## config.mk

```make
export PLATFORM = sky130hd
export DESIGN_NAME = mux_scan_seq
export DESIGN_NICKNAME = d
export VERILOG_FILES = /design/src/rtl/mux_scan_seq.sv
export SDC_FILE = /design/constraint.sdc
export NUM_CORES = 1
export LEC_CHECK = 0
export ABC_AREA = 0
export ABC_CLOCK_PERIOD_IN_PS = 2500
export BUFFER_PORTS_ARGS = -buffer_cell sky130_fd_sc_hd__buf_2
export CORE_MARGIN = 8
export CORE_UTILIZATION = 35
export CTS_CLUSTER_SIZE = 30
export DETAILED_ROUTE_END_ITERATION = 10
export HOLD_SLACK_MARGIN = 0.02
export SETUP_SLACK_MARGIN = 0.02
export SLEW_MARGIN = 40
export SYNTH_ARGS = -nofsm -noshare
export SYNTH_HDL_FRONTEND = slang
export SYNTH_SLANG_ARGS = --single-unit
```

## constraint.sdc

```tcl
create_clock -name clk -period 2.5 [get_ports clk]
set_clock_uncertainty 0.1 [all_clocks]
set_input_delay 0.125 -clock clk [delete_from_list [all_inputs] [get_ports clk]]
set_output_delay 0.125 -clock clk [all_outputs]
set_load 0.05 [all_outputs]
```

## src/rtl/mux_scan_seq.sv

```systemverilog
// Registered N-to-1 channel mux with a round-robin scan sequencer.
// Each output sample carries its channel index, a valid flag and an end-of-scan pulse.
module mux_scan_seq #(
  parameter int unsigned NCH     = 8,
  parameter int unsigned W       = 1,
  parameter int unsigned DWELL_W = 8,
  localparam int unsigned SW     = $clog2(NCH)
) (
  input  logic               clk,
  input  logic               rst,
  input  logic               EN,
  input  logic               mode,
  input  logic [SW-1:0]      sel_in,
  input  logic [DWELL_W-1:0] dwell,
  input  logic [NCH*W-1:0]   x,
  output logic [W-1:0]       f,
  output logic [SW-1:0]      sel_out,
  output logic               valid,
  output logic               wrap
);

  // One extra bit so NCH itself is representable when NCH is a power of two.
  localparam logic [SW:0]   NchExt = (SW+1)'(NCH);
  localparam logic [SW-1:0] LastCh = SW'(NCH - 1);

  logic [SW-1:0]      ptr_q, ptr_d;
  logic [DWELL_W-1:0] cnt_q, cnt_d;
  logic [W-1:0]       f_q, f_d;
  logic [SW-1:0]      sel_q, sel_d;
  logic               valid_q, valid_d;
  logic               wrap_q, wrap_d;

  logic [SW-1:0] cur;
  logic          cur_ok;
  logic          sel_ok;
  logic [W-1:0]  cur_data;

  always_comb begin
    cur      = mode ? ptr_q : sel_in;
    cur_ok   = {1'b0, cur} < NchExt;
    sel_ok   = {1'b0, sel_in} < NchExt;
    cur_data = '0;
    for (int i = 0; i < int'(NCH); i++) begin
      if (cur == SW'(i)) cur_data = x[i*W +: W];
    end
  end

  always_comb begin
    ptr_d   = ptr_q;
    cnt_d   = cnt_q;
    f_d     = f_q;
    sel_d   = sel_q;
    valid_d = valid_q;
    wrap_d  = wrap_q;
    if (EN) begin
      // An out-of-range manual select still reports its index, just not as valid.
      f_d     = cur_ok ? cur_data : '0;
      sel_d   = cur;
      valid_d = cur_ok;
      if (!mode) begin
        // Tracking sel_in lets a later switch to auto start on the last manual channel.
        ptr_d  = sel_ok ? sel_in : '0;
        cnt_d  = '0;
        wrap_d = 1'b0;
      end else if (cnt_q >= dwell) begin
        ptr_d  = (ptr_q == LastCh) ? '0 : ptr_q + SW'(1);
        cnt_d  = '0;
        wrap_d = (ptr_q == LastCh);
      end else begin
        cnt_d  = cnt_q + DWELL_W'(1);
        wrap_d = 1'b0;
      end
    end else begin
      f_d     = '0;
      valid_d = 1'b0;
      wrap_d  = 1'b0;
    end
  end

  always_ff @(posedge clk) begin
    if (rst) begin
      ptr_q   <= '0;
      cnt_q   <= '0;
      f_q     <= '0;
      sel_q   <= '0;
      valid_q <= 1'b0;
      wrap_q  <= 1'b0;
    end else begin
      ptr_q   <= ptr_d;
      cnt_q   <= cnt_d;
      f_q     <= f_d;
      sel_q   <= sel_d;
      valid_q <= valid_d;
      wrap_q  <= wrap_d;
    end
  end

  assign f       = f_q;
  assign sel_out = sel_q;
  assign valid   = valid_q;
  assign wrap    = wrap_q;

endmodule

```

== Word level (Yosys, flattened, before mapping) ==
Cells that the tools add are included.
W data, S select, Z words.

* Output and inout port bits: 6
* Bits of input ports: 23
* Logic and storage cells: 40
* Register bits: 17

* Reduce and logical (&&, ||, !) cells: 4
* $lt $le $gt $ge: 1
* Eq/ne operators: 9
* Multiplexer cells: 15
* Add/sub/neg operators: 2
* Bitwise gates (word level): 3

{| class="wikitable"
|+ Operator list
! operator !! number
|-
| $mux W8 || 2
|-
| $eq A3 B3 Y1 const B || 5
|-
| $mux W3 || 4
|-
| $mux W1 || 9
|-
| $add A8 B1 Y8 const B || 1
|-
| $ge A8 B8 Y1 || 1
|-
| $eq A3 B2 Y1 const B || 2
|-
| $reduce_or A4 Y1 || 1
|-
| $add A3 B1 Y3 const B || 1
|-
| $eq A3 B1 Y1 const B || 1
|-
| $logic_not A3 Y1 || 1
|-
| $not A1 Y1 || 3
|-
| $ne A2 B1 Y1 const B || 1
|-
| $reduce_and A2 Y1 || 1
|-
| $reduce_or A2 Y1 || 1
|}

== Depth between registers and ports, before layout ==
Gate-level depths: netlist of run 1.

* Depth after elaboration: 10
* Depth in mapped cells: 7
* Depth with buffers taken out: 7

== Least setup slack after synthesis of run 1 ==
Ideal clock, no wire load.

* Kind: reg2reg
* Start: register cnt_q[5]
* End: register cnt_q[3]
* Required time: 2.326 ns
* Library setup time: 0.074 ns
* Period minus slack after synthesis: 2.335 ns
* Arrival: 2.160 ns
* Path buffers: 0
* Stages on the path, launching flop included: 7
* Setup slack: 0.165 ns
* Path through: dfxtp_1 -> ha_1 -> and4_4 -> a221o_1 -> a311o_1 -> or4_1 -> a31oi_1

* Word-level cells in the longest chain between the ends: 3

{| class="wikitable"
|+ RTL lines
! what !! line !! text
|-
| start: declaration || 27 || <nowiki>logic [DWELL_W-1:0] cnt_q, cnt_d;</nowiki>
|-
| start signal: assignment || 90 || <nowiki>cnt_q <= cnt_d;</nowiki>
|-
| $ge A8 B8 Y1 || 65 || <nowiki>end else if (cnt_q >= dwell) begin</nowiki>
|-
| $mux W8 || 65 ||
|-
| $mux W8 || 60 || <nowiki>if (!mode) begin</nowiki>
|}

No other way between the ends.
A chain may end at the register's enable or synchronous reset.

== Final worst setup path of run 1 ==
* Start: register cnt_q[7]
* End: register cnt_q[3]

Same word-level chain as after synthesis.

==> results of run 1 <==
[cell usage after synthesis]
| master | number | area (um^2) |
|---|---|---|
| sky130_fd_sc_hd__a211oi_1 | 6 | 45.0 |
| sky130_fd_sc_hd__a21o_1 | 2 | 15.0 |
| sky130_fd_sc_hd__a21oi_1 | 12 | 60.1 |
| sky130_fd_sc_hd__a221o_1 | 1 | 10.0 |
| sky130_fd_sc_hd__a311o_1 | 1 | 10.0 |
| sky130_fd_sc_hd__a311oi_2 | 1 | 15.0 |
| sky130_fd_sc_hd__a31oi_1 | 4 | 25.0 |
| sky130_fd_sc_hd__and2_1 | 1 | 6.26 |
| sky130_fd_sc_hd__and4_4 | 1 | 11.3 |
| sky130_fd_sc_hd__clkbuf_1 | 3 | 11.3 |
| sky130_fd_sc_hd__dfxtp_1 | 17 | 340 |
| sky130_fd_sc_hd__ha_1 | 11 | 138 |
| sky130_fd_sc_hd__inv_1 | 11 | 41.3 |
| sky130_fd_sc_hd__mux2i_1 | 1 | 10.0 |
| sky130_fd_sc_hd__mux4_2 | 2 | 45.0 |
| sky130_fd_sc_hd__nand2_1 | 8 | 30.0 |
| sky130_fd_sc_hd__nand2b_1 | 1 | 6.26 |
| sky130_fd_sc_hd__nand3_1 | 8 | 40.0 |
| sky130_fd_sc_hd__nand3b_1 | 1 | 7.51 |
| sky130_fd_sc_hd__nand4_1 | 1 | 6.26 |
| sky130_fd_sc_hd__nand4b_1 | 1 | 8.76 |
| sky130_fd_sc_hd__nor2_1 | 8 | 30.0 |
| sky130_fd_sc_hd__nor2b_1 | 4 | 25.0 |
| sky130_fd_sc_hd__nor3_1 | 4 | 20.0 |
| sky130_fd_sc_hd__o21ai_1 | 1 | 5.00 |
| sky130_fd_sc_hd__or4_1 | 2 | 15.0 |
| sky130_fd_sc_hd__xnor2_1 | 2 | 17.5 |
| sky130_fd_sc_hd__xor2_1 | 1 | 8.76 |
[through the flow]
step	power, mW	utilization	setup WS, ps	instances
after CTS	0.547	0.446	63.6	179
after global placement	0.401	0.437	148	175
after floorplan	0.367	-	165	116
after detailed placement	0.403	0.437	84.7	175
final	0.540	0.446	113	179
after global routing	0.573	0.446	21.4	179
[where the power goes]
part | total [mW] | switching, mW | internal (mW) | leakage (nW)
clock network | 0.144 | 0.0822 | 0.0620 | 0.0150
logic | 0.109 | 0.0640 | 0.0445 | 0.417
registers | 0.287 | 0.00653 | 0.281 | 0.139
total | 0.540 | 0.153 | 0.387 | 0.571
[final cells by class]
cell class | count | area, um^2 | area share
Tap cell | 31 | 38.8 | 0.0318
Multi-Input combinational cell | 85 | 611 | 0.501
Inverter | 11 | 41.3 | 0.0338
Timing Repair Buffer | 31 | 163 | 0.133
Clock buffer | 4 | 26.3 | 0.0215
Sequential cell | 17 | 340 | 0.279
[tightest hold or removal path, delay by kind of cell]
family | cells | cell delay (ps)
buffers and inverters | 1 | 160
and+or+nand+nor | 2 | 120
[timing repair]
item | CTS | global route
endpoints found under the setup margin | 0 | 2
buffers inserted | 0 | 0
hold buffers | 0 | 0
[path summary, 6_finish.rpt]
path | from | to | depth (start not counted)
worst max register to register | cnt_q[7]$_SDFFE_PP0P_ | cnt_q[3]$_SDFFE_PP0P_ | 6
worst min-delay path | mode | wrap$_SDFF_PP0_ | 3
worst max-delay path | cnt_q[7]$_SDFFE_PP0P_ | cnt_q[3]$_SDFFE_PP0P_ | 6
worst min register to register | sel_out[1]$_SDFFE_PP0P_ | sel_out[1]$_SDFFE_PP0P_ | 2
[placed cells by master, fill, tap and decap left out, drive strengths merged, types with 2 or more instances in the layout]
| master | Yosys | routed |
|---|---|---|
| a211oi | 6 | 6 |
| nand3 | 8 | 8 |
| nor3 | 4 | 4 |
| buf | 0 | 31 |
| clkbuf | 3 | 4 |
| a21o | 2 | 2 |
| xnor2 | 2 | 2 |
| a31oi | 4 | 4 |
| nand2 | 8 | 8 |
| mux4 | 2 | 2 |
| dfxtp | 17 | 17 |
| nor2b | 4 | 4 |
| inv | 11 | 11 |
| nor2 | 8 | 8 |
| a21oi | 12 | 12 |
| or4 | 2 | 2 |
| ha | 11 | 11 |
[cell families after synthesis]
| kind of cell | after synthesis | synth area share |
|---|---|---|
| muxes | 3 | 0.0549 |
| and+or+nand+nor | 40 | 0.206 |
| AOI/OAI and AO/OA | 28 | 0.185 |
| DFF | 17 | 0.339 |
| buffers and inverters | 14 | 0.0524 |
| xor gates and xnor gates | 3 | 0.0262 |
| adders and majority gates | 11 | 0.137 |
[sequential cells by signal, indices dropped and copies added (netlist names)]
| name | cells |
|---|---|
| cnt_q | 8 |
| ptr_q | 3 |
| sel_out | 3 |
| f | 1 |
| valid | 1 |
| wrap | 1 |
[routing by layer]
metal	GRT usage	up-vias	wire length, um
met1	0.101	413	1040
li1	-	486	-
met5	0	-	0
met4	0.0387	0	32
met2	0.161	15	1140
met3	0.0372	2	97
==> run_results.csv, run 1 <==
group,metric,value,unit
clock_tree,ctsRootBufferMaster,"sky130_fd_sc_hd__clkbuf_4",
clock_tree,clock_path_buffers,2,
critical_path,crit_path_max_incr_delay,480,ps
synthesis,yosys_warnings,0,
synthesis,synth_seq_area_share,0.339,
finish,area_growth_syn_to_layout,21.6,%
floorplan,core.rowCount,19,
clock_tree,cts_num_sinks,17,
finish,fin_nets,183,
power,power.static_leakage,0.571,nW
critical_path,cell_type_of_the_slowest_stage_on_the_worst_timing_path,"sky130_fd_sc_hd__or4_1",
drt,drt-initial-drc-count,37,
placement,global_placer_s_final_weighted_congestion,0.832,
clock_tree,clk-insertion-delay-late,290,ps
drt,final_antenna_net_count,0,
critical_path,timing.critical_path.from_type,"flop",
floorplan,floorplan.initialDensity,0.367,
timing,min_period,2390,ps
critical_path,worstPathArrival,2510,ps
drt,route.detailed.vias_per_inst,5.12,
critical_path,worstSetupPathType,"reg2reg",
floorplan,floorplan.die.width,69.5,um
drt,routedWlPerCell,12.9,um
synthesis,synth_fp_nets,150,
timing,finalSetupViolCount,0,
power,vdd_drop_max,278,uV
grt,wire_length_of_the_first_global_routing_pass,3830,um
timing,unrepaired_setup_endpoints_after_global_routing,"false",
synthesis,unique_masters_post_synth,28,
clock_tree,tritoncts,"built",
critical_path,path_cells,"ha_1 -> and4_4 -> a221o_1 -> a311o_1 -> or4_1 -> a31oi_1",
critical_path,worst_path_dominant_cell_family,"compound AO/OA/AOI/OAI gates",
floorplan,core_region_area,0.00273,mm^2
floorplan,floorplan.die_area,0.00484,mm^2
finish,drive_above_1_share,0.257,
timing,max_clock_freq,419,MHz
drt,detailroute.via_count,916,
clock_tree,htree_levels,1,
job,drv.max_cap_violation_count,0,
clock_tree,tritoncts.num_buffers,3,
critical_path,critical_path.endpoint_type,"flop",
synthesis,syn-instance-count,116,
grt,antenna_violations_before_repair,0,
clock_tree,clk_pin_slew_worst_paths,100,ps
drt,drt-total-wl,2310,um
finish,final_area,0.00122,mm^2
finish,layout.filler_cells,268,
critical_path,critical_path_peak_fanout,5,
placement,place.port_buffers,28,
synthesis,syn-cell-area,0.00100,mm^2
synthesis,post_synth.cell_area_avg,8.65,um^2
timing,worst-slew-pin-transition,416,ps
grt,vias_in_the_first_global_route,893,
grt,grt_start_max_net_pins,17,
critical_path,timing.critical_path.required,2620,ps
timing,finalSetupTns,0,ps
timing,worst_hold_check_slack,52.6,ps
floorplan,pin_count,29,
placement,detailedPlacementHpwl,1900,um
run_status,outcome,"completed",
worst_hold_path,min-delay-path-class,"in2reg",
timing,slew_headroom,0.721,
timing,layout_worst_path_cycle_share,0.955,
grt,grt_util_all_layers,0.0944,
power,power.density_cell_area,443,mW/mm^2
drt,first_pass_iters,5,
critical_path,reg2reg_setup_slack,110,ps
clock_tree,ctsResizeCount,0,
timing,hold_viol_final,0,
timing,slew_violations,0,
finish,antennaDiodeCount,0,
grt,remaining_global_route_overflow,0,
floorplan,floorplan.die.height,69.5,um
critical_path,critPathBufInv,0,
synthesis,synth.ff_latch_count,17,
drt,detail_route.drc_violations,0,
placement,placed_cell_areas,0.00119,mm^2
No activity file was read; power rests on OpenSTA's default activity.
==> inputs of run 2 (changes only) <==
--- a/config.mk
+++ b/config.mk
@@ -9,7 +9,7 @@
 export ABC_CLOCK_PERIOD_IN_PS = 2500
 export BUFFER_PORTS_ARGS = -buffer_cell sky130_fd_sc_hd__buf_2
 export CORE_MARGIN = 8
-export CORE_UTILIZATION = 35
+export CORE_UTILIZATION = 25
 export CTS_CLUSTER_SIZE = 30
 export DETAILED_ROUTE_END_ITERATION = 10
 export HOLD_SLACK_MARGIN = 0.02
==> run 2 against run 1 <==
First-iteration DRC count increased by 100%. Largest cell class unchanged. Sequential power barely moved. Largest power group unchanged. Clock power rose by 42%. Die area up 30%. Clock-buffer cell count shrank 1. Sequential share of layout area shrank 1.3 points. Critical path type unchanged. Maximum frequency rose by 2.8%. Cell count increased by 12%. Global-route usage fell by 1.7 points. Highest routed layer unchanged. Power increased by 12%.
==> run_results.csv, run 2 (same netlist as run 1, synthesis figures left out) <==
group,metric,value,unit
run_status,outcome,"completed",
clock_tree,clk-insertion-delay-late,250,ps
placement,place.port_buffers,28,
finish,max_reg_flops,8,
grt,antenna_violations_before_repair,0,
timing,max_clock_freq,431,MHz
critical_path,worstSetupPathType,"reg2reg",
power,power.density_cell_area,472,mW/mm^2
clock_tree,ctsRootBufferMaster,"sky130_fd_sc_hd__clkbuf_8",
critical_path,reg2reg_setup_slack,180,ps
grt,vias_in_the_first_global_route,902,
critical_path,critical_path.reg2reg.endpoint,"cnt_q[3]$_SDFFE_PP0P_",
drt,detail_route.drc_violations,0,
power,sequentialPowerShare,0.476,
floorplan,floorplan.initialDensity,0.255,
critical_path,worst_path_dominant_cell_family,"compound AO/OA/AOI/OAI gates",
clock_tree,ctsResizeCount,0,
floorplan,core_region_area,0.00394,mm^2
critical_path,timing.critical_path.required,2590,ps
power,combinationalPowerShare,0.185,
critical_path,crit_path_max_incr_delay,470,ps
placement,number_of_placed_instances_with_taps_included,194,
clock_tree,htree_levels,1,
critical_path,path_cells,"ha_1 -> and4_4 -> a221o_1 -> a311o_1 -> or4_1 -> a31oi_1",
finish,layout.filler_cells,421,
drt,routedWlPerCell,11.5,um
worst_hold_path,worst_hold_path.endpoint,"wrap$_SDFF_PP0_",
timing,finalSetupViolCount,0,
drt,final_antenna_net_count,0,
clock_tree,tritoncts.num_buffers,3,
finish,antennaDiodeCount,0,
drt,first_pass_iters,4,
critical_path,worstPathArrival,2410,ps
critical_path,cell_type_of_the_slowest_stage_on_the_worst_timing_path,"sky130_fd_sc_hd__or4_1",
floorplan,floorplan.die_area,0.00630,mm^2
drt,detailroute.via_count,916,
timing,hold_viol_final,0,
power,swShare,0.275,
floorplan,core.rowCount,23,
timing,slew_headroom,0.722,
finish,commonest_non_fill_non_tap_cell_in_the_layout,"sky130_fd_sc_hd__buf_2",
worst_hold_path,hp_start,"mode",
grt,grt_util_all_layers,0.0771,
worst_hold_path,min-delay-path-class,"in2reg",
clock_tree,clock_path_buffers,2,
critical_path,critPathBufInv,0,
critical_path,timing.critical_path.from_type,"flop",
clock_tree,tritoncts,"built",
grt,remaining_global_route_overflow,0,
drt,route.detailed.vias_per_inst,4.58,
floorplan,floorplan.die.width,79.4,um
power,vdd_drop_max,238,uV
power,switching_power,0.166,mW
critical_path,worst_r2r_startpoint,"cnt_q[5]$_SDFFE_PP0P_",
placement,detailedPlacementHpwl,1840,um
power,power.share.clock,0.340,
critical_path,reg2reg_depth,6,
timing,unrepaired_setup_endpoints_after_global_routing,"false",
timing,finalSetupTns,0,ps
worst_hold_path,worstHoldPathCells,3,
grt,grt_start_max_net_pins,17,
finish,final_cell_mix,"sky130_fd_sc_hd__buf_2, sky130_fd_sc_hd__dfxtp_1, sky130_fd_sc_hd__a21oi_1",
placement,global_placer_s_final_weighted_congestion,0.797,
grt,wire_length_of_the_first_global_routing_pass,3970,um
clock_tree,clk_pin_slew_worst_paths,70,ps
timing,layout_worst_path_cycle_share,0.928,
clock_tree,cts_num_sinks,17,
power,power.static_leakage,0.591,nW
finish,fin_nets,185,
timing,slew_violations,0,
timing,min_period,2320,ps
drt,drt-total-wl,2290,um
finish,post_layout_nonfiller_instances,200,
job,drv.max_cap_violation_count,0,
critical_path,critical_path_peak_fanout,4,
floorplan,pin_count,29,
finish,area_growth_syn_to_layout,27.4,%
finish,top_register,"cnt_q",
timing,worst-slew-pin-transition,415,ps
floorplan,floorplan.die.height,79.4,um
drt,drt-initial-drc-count,74,
critical_path,critical_path.endpoint_type,"flop",
finish,drive_above_1_share,0.273,
power,p_int,0.438,mW
## run 2: changes by cell type in the layout (fill, tap and decap cells not counted), sizes merged
cell    change
clkinv      +1
clkbuf      -1
buf         +2
## run 2: how the worst max path moves through the flow
stage | start | endpoint | slack [ps] | depth (start not counted)
after floorplan | cnt_q[5]$_SDFFE_PP0P_ | cnt_q[3]$_SDFFE_PP0P_ | 170 | 6
after global placement | cnt_q[7]$_SDFFE_PP0P_ | cnt_q[3]$_SDFFE_PP0P_ | 140 | 6
after detailed placement | cnt_q[7]$_SDFFE_PP0P_ | cnt_q[4]$_SDFFE_PP0P_ | 100 | 6
after CTS | cnt_q[7]$_SDFFE_PP0P_ | cnt_q[3]$_SDFFE_PP0P_ | 100 | 6
after global routing | cnt_q[5]$_SDFFE_PP0P_ | cnt_q[4]$_SDFFE_PP0P_ | 50 | 6
final | cnt_q[5]$_SDFFE_PP0P_ | cnt_q[3]$_SDFFE_PP0P_ | 180 | 6
## run 2: power by group through the flow
stage / Clock, mW / Combinational [mW] / Sequential, mW
after floorplan: 0 / 0.0554 / 0.311
after global placement: 0 / 0.110 / 0.294
after detailed placement: 0 / 0.110 / 0.293
after CTS: 0.211 / 0.110 / 0.287
after global routing: 0.227 / 0.125 / 0.289
final: 0.205 / 0.112 / 0.287
## run 2: metal layers
| metal | global-route usage | part of all wire | vias to the layer above |
|---|---|---|---|
| li1 | - | - | 491 |
| met1 | 0.0955 | 0.49 | 410 |
| met2 | 0.123 | 0.46 | 13 |
| met3 | 0.0226 | 0.040 | 2 |
| met4 | 0.0278 | 0.010 | 0 |
| met5 | 0 | 0 | - |
## run 2: repair_timing
item                       4_1_cts  5_1_grt
hold buffers                     0        0
hold endpoints to repair         0        0
setup endpoints to repair        0        2
buffers inserted                 0        2
## run 2: stage by stage
stage	setup slack (ps)	hold WS [ps]	total power, mW	area [um^2]	utilization
2_1_floorplan	165	97.8	0.367	1000	-
3_3_place_gp	142	352	0.403	1220	0.309
3_5_place_dp	105	361	0.404	1220	0.309
4_1_cts	97.7	96.6	0.609	1260	0.321
5_1_grt	45.6	110	0.641	1280	0.324
6_report	179	106	0.604	1280	0.324
## run 2: worst register-to-register path: cells and delay by family (launching register included)
| kind | cells | cell delay, ps |
|---|---|---|
| adder cells (fa/ha/maj) | 1 | 290 |
| AO/OA/AOI/OAI | 3 | 880 |
| AND/OR/NAND/NOR | 2 | 680 |
| flip-flops | 1 | 310 |
## run 2: layout make-up
type / count / area [um^2] / area share
Timing Repair Buffer: 33 / 178 / 0.139
Clock buffer: 3 / 41.3 / 0.0323
Clock inverter: 1 / 5.00 / 0.00391
Sequential cell: 17 / 340 / 0.266
Multi-Input combinational cell: 85 / 611 / 0.477
Tap cell: 50 / 62.6 / 0.0489
Inverter: 11 / 41.3 / 0.0323
==> inputs of run 3 (changes only) <==
--- a/config.mk
+++ b/config.mk
@@ -7,11 +7,11 @@
 export LEC_CHECK = 0
 export ABC_AREA = 0
 export ABC_CLOCK_PERIOD_IN_PS = 2500
-export BUFFER_PORTS_ARGS = -buffer_cell sky130_fd_sc_hd__buf_2
 export CORE_MARGIN = 8
 export CORE_UTILIZATION = 25
 export CTS_CLUSTER_SIZE = 30
 export DETAILED_ROUTE_END_ITERATION = 10
+export DONT_BUFFER_PORTS = 1
 export HOLD_SLACK_MARGIN = 0.02
 export SETUP_SLACK_MARGIN = 0.02
 export SLEW_MARGIN = 40
==> run 3 against run 2 <==
First-iteration DRC count down 22%. Maximum frequency decreased by 0.74%. Power shrank 3.4%. Combinational power is 35% lower. Final area fell by 9.8%. Largest cell class unchanged.
==> run_results.csv, run 3 (same netlist as run 1, synthesis figures left out) <==
group,metric,value,unit
run_status,outcome,"completed",
grt,vias_in_the_first_global_route,842,
finish,post_layout_nonfiller_instances,173,
power,power.static_leakage,0.474,nW
floorplan,core_region_area,0.00394,mm^2
job,drv.max_cap_violation_count,0,
critical_path,worstSetupPathType,"reg2reg",
critical_path,worstPathArrival,2410,ps
finish,max_reg_flops,8,
placement,number_of_placed_instances_with_taps_included,165,
clock_tree,tritoncts,"built",
timing,worst-slew-pin-transition,551,ps
timing,finalSetupViolCount,0,
finish,antennaDiodeCount,0,
placement,place.port_buffers,0,
clock_tree,htree_levels,1,
finish,regArea,342,um^2
grt,remaining_global_route_overflow,0,
floorplan,floorplan.die.height,79.4,um
floorplan,floorplan.initialDensity,0.255,
timing,min_period,2340,ps
drt,detailroute.via_count,865,
clock_tree,tritoncts.num_buffers,3,
timing,max_clock_freq,428,MHz
finish,final_cell_mix,"sky130_fd_sc_hd__dfxtp_1, sky130_fd_sc_hd__a21oi_1, sky130_fd_sc_hd__inv_1, sky130_fd_sc_hd__ha_1",
finish,area_growth_syn_to_layout,15.0,%
clock_tree,cts_num_sinks,17,
critical_path,critical_path.endpoint_type,"flop",
finish,multi_input_comb_area,611,um^2
grt,wire_length_of_the_first_global_routing_pass,3760,um
timing,finalSetupTns,0,ps
grt,grt_util_all_layers,0.0736,
power,power.density_cell_area,506,mW/mm^2
critical_path,reg2reg_depth,6,
floorplan,floorplan.die_area,0.00630,mm^2
placement,placement.setup.worst_slack,47.1,ps
finish,commonest_non_fill_non_tap_cell_in_the_layout,"sky130_fd_sc_hd__dfxtp_1",
floorplan,pin_count,29,
critical_path,reg2reg_setup_slack,160,ps
critical_path,critical_path.startpoint,"cnt_q[7]$_SDFFE_PP0P_",
drt,final_antenna_net_count,0,
finish,layout.filler_cells,407,
timing,slew_violations,0,
drt,detail_route.drc_violations,0,
timing,post-route-worst-setup-slack,162,ps
critical_path,worst_r2r_startpoint,"cnt_q[7]$_SDFFE_PP0P_",
placement,global_placer_s_final_weighted_congestion,0.773,
drt,drt-total-wl,2310,um
grt,grt_start_max_net_pins,16,
timing,hold_viol_final,0,
power,vdd_drop_max,217,uV
finish,fin_nets,158,
worst_hold_path,min-delay-path-class,"in2reg",
critical_path,timing.critical_path.required,2570,ps
critical_path,critPathCapture,"cnt_q[4]$_SDFFE_PP0P_",
clock_tree,clk-insertion-delay-late,250,ps
floorplan,core.rowCount,23,
grt,antenna_violations_before_repair,0,
drt,route.detailed.vias_per_inst,5.00,
critical_path,critical_path_peak_fanout,4,
finish,top_register,"cnt_q",
critical_path,critical_path.reg2reg.endpoint,"cnt_q[4]$_SDFFE_PP0P_",
timing,unrepaired_setup_endpoints_after_global_routing,"false",
drt,routedWlPerCell,13.4,um
clock_tree,ctsRootBufferMaster,"sky130_fd_sc_hd__clkbuf_8",
drt,drt-initial-drc-count,58,
finish,drive_above_1_share,0.0894,
floorplan,floorplan.die.width,79.4,um
clock_tree,clock_path_buffers,2,
critical_path,timing.critical_path.from_type,"flop",
placement,detailedPlacementHpwl,1800,um
timing,layout_worst_path_cycle_share,0.935,
clock_tree,clk_pin_slew_worst_paths,60,ps
finish,post-route-util,0.293,
drt,first_pass_iters,4,
timing,slew_headroom,0.632,
run 3: cell count changes in the layout (fill, tap and decap cells not counted):
cell                            before  now
sky130_fd_sc_hd__buf_2              28    0
sky130_fd_sc_hd__buf_4               5    3
sky130_fd_sc_hd__clkbuf_1            0    1
sky130_fd_sc_hd__clkinv_2            1    0
sky130_fd_sc_hd__dfxtp_1            17   16
sky130_fd_sc_hd__dfxtp_2             0    1
sky130_fd_sc_hd__dlygate4sd3_1       0    3
run 3: through the flow:
| stage | instance area, um^2 | total power, mW | hold WS [ps] |
|---|---|---|---|
| floorplan | 1000 | 0.367 | 97.8 |
| global placement | 1070 | 0.373 | 98.3 |
| detailed placement | 1070 | 0.375 | 99.1 |
| CTS | 1140 | 0.589 | 25.1 |
| global route | 1150 | 0.616 | 44.7 |
| finish | 1150 | 0.583 | 31.6 |
run 3: cell type report:
cell class	count	share of cell area
multi-input cells	85	0.529
flip-flops and latches	17	0.296
repair buffers	6	0.0456
well taps	50	0.0542
clock buffers	4	0.0390
inverters	11	0.0358
run 3: worst max-delay path: stages (launching register included):
cell and delay, ps:
sky130_fd_sc_hd__dfxtp_1 320, sky130_fd_sc_hd__ha_1 310, sky130_fd_sc_hd__and4_4 200, sky130_fd_sc_hd__a221o_1 390, sky130_fd_sc_hd__a311o_1 310, sky130_fd_sc_hd__or4_1 470
sky130_fd_sc_hd__a31oi_1 160
run 3: layer usage:
layer  routed length, um  global-route usage
met1                1060              0.0903
met2                1110               0.116
met3                  94              0.0248
met4                  46              0.0278
met5                   0                   0
run 3: repair_timing:
action	4_1_cts	5_1_grt
hold buffers	3	0
hold endpoints to repair	17	0
gates resized for setup	0	1
setup buffers	0	1
setup endpoints to repair	0	2
run 3: power by group:
part	leakage [nW]	internal, mW	switching (mW)
combinational	0.312	0.0338	0.0391
sequential	0.139	0.281	0.0265
clock	0.0228	0.113	0.0901
total	0.474	0.428	0.156
run 3: how the worst min path moves through the flow:
stage	cells after the start	startpoint	slack (ps)	endpoint
after floorplan	1	rst	100	ptr_q[0]$_SDFFE_PP0P_
after global placement	1	rst	100	cnt_q[3]$_SDFFE_PP0P_
after detailed placement	1	rst	100	cnt_q[1]$_SDFFE_PP0P_
after CTS	2	mode	30	ptr_q[0]$_SDFFE_PP0P_
after global routing	2	mode	40	ptr_q[0]$_SDFFE_PP0P_
final	2	mode	30	ptr_q[0]$_SDFFE_PP0P_
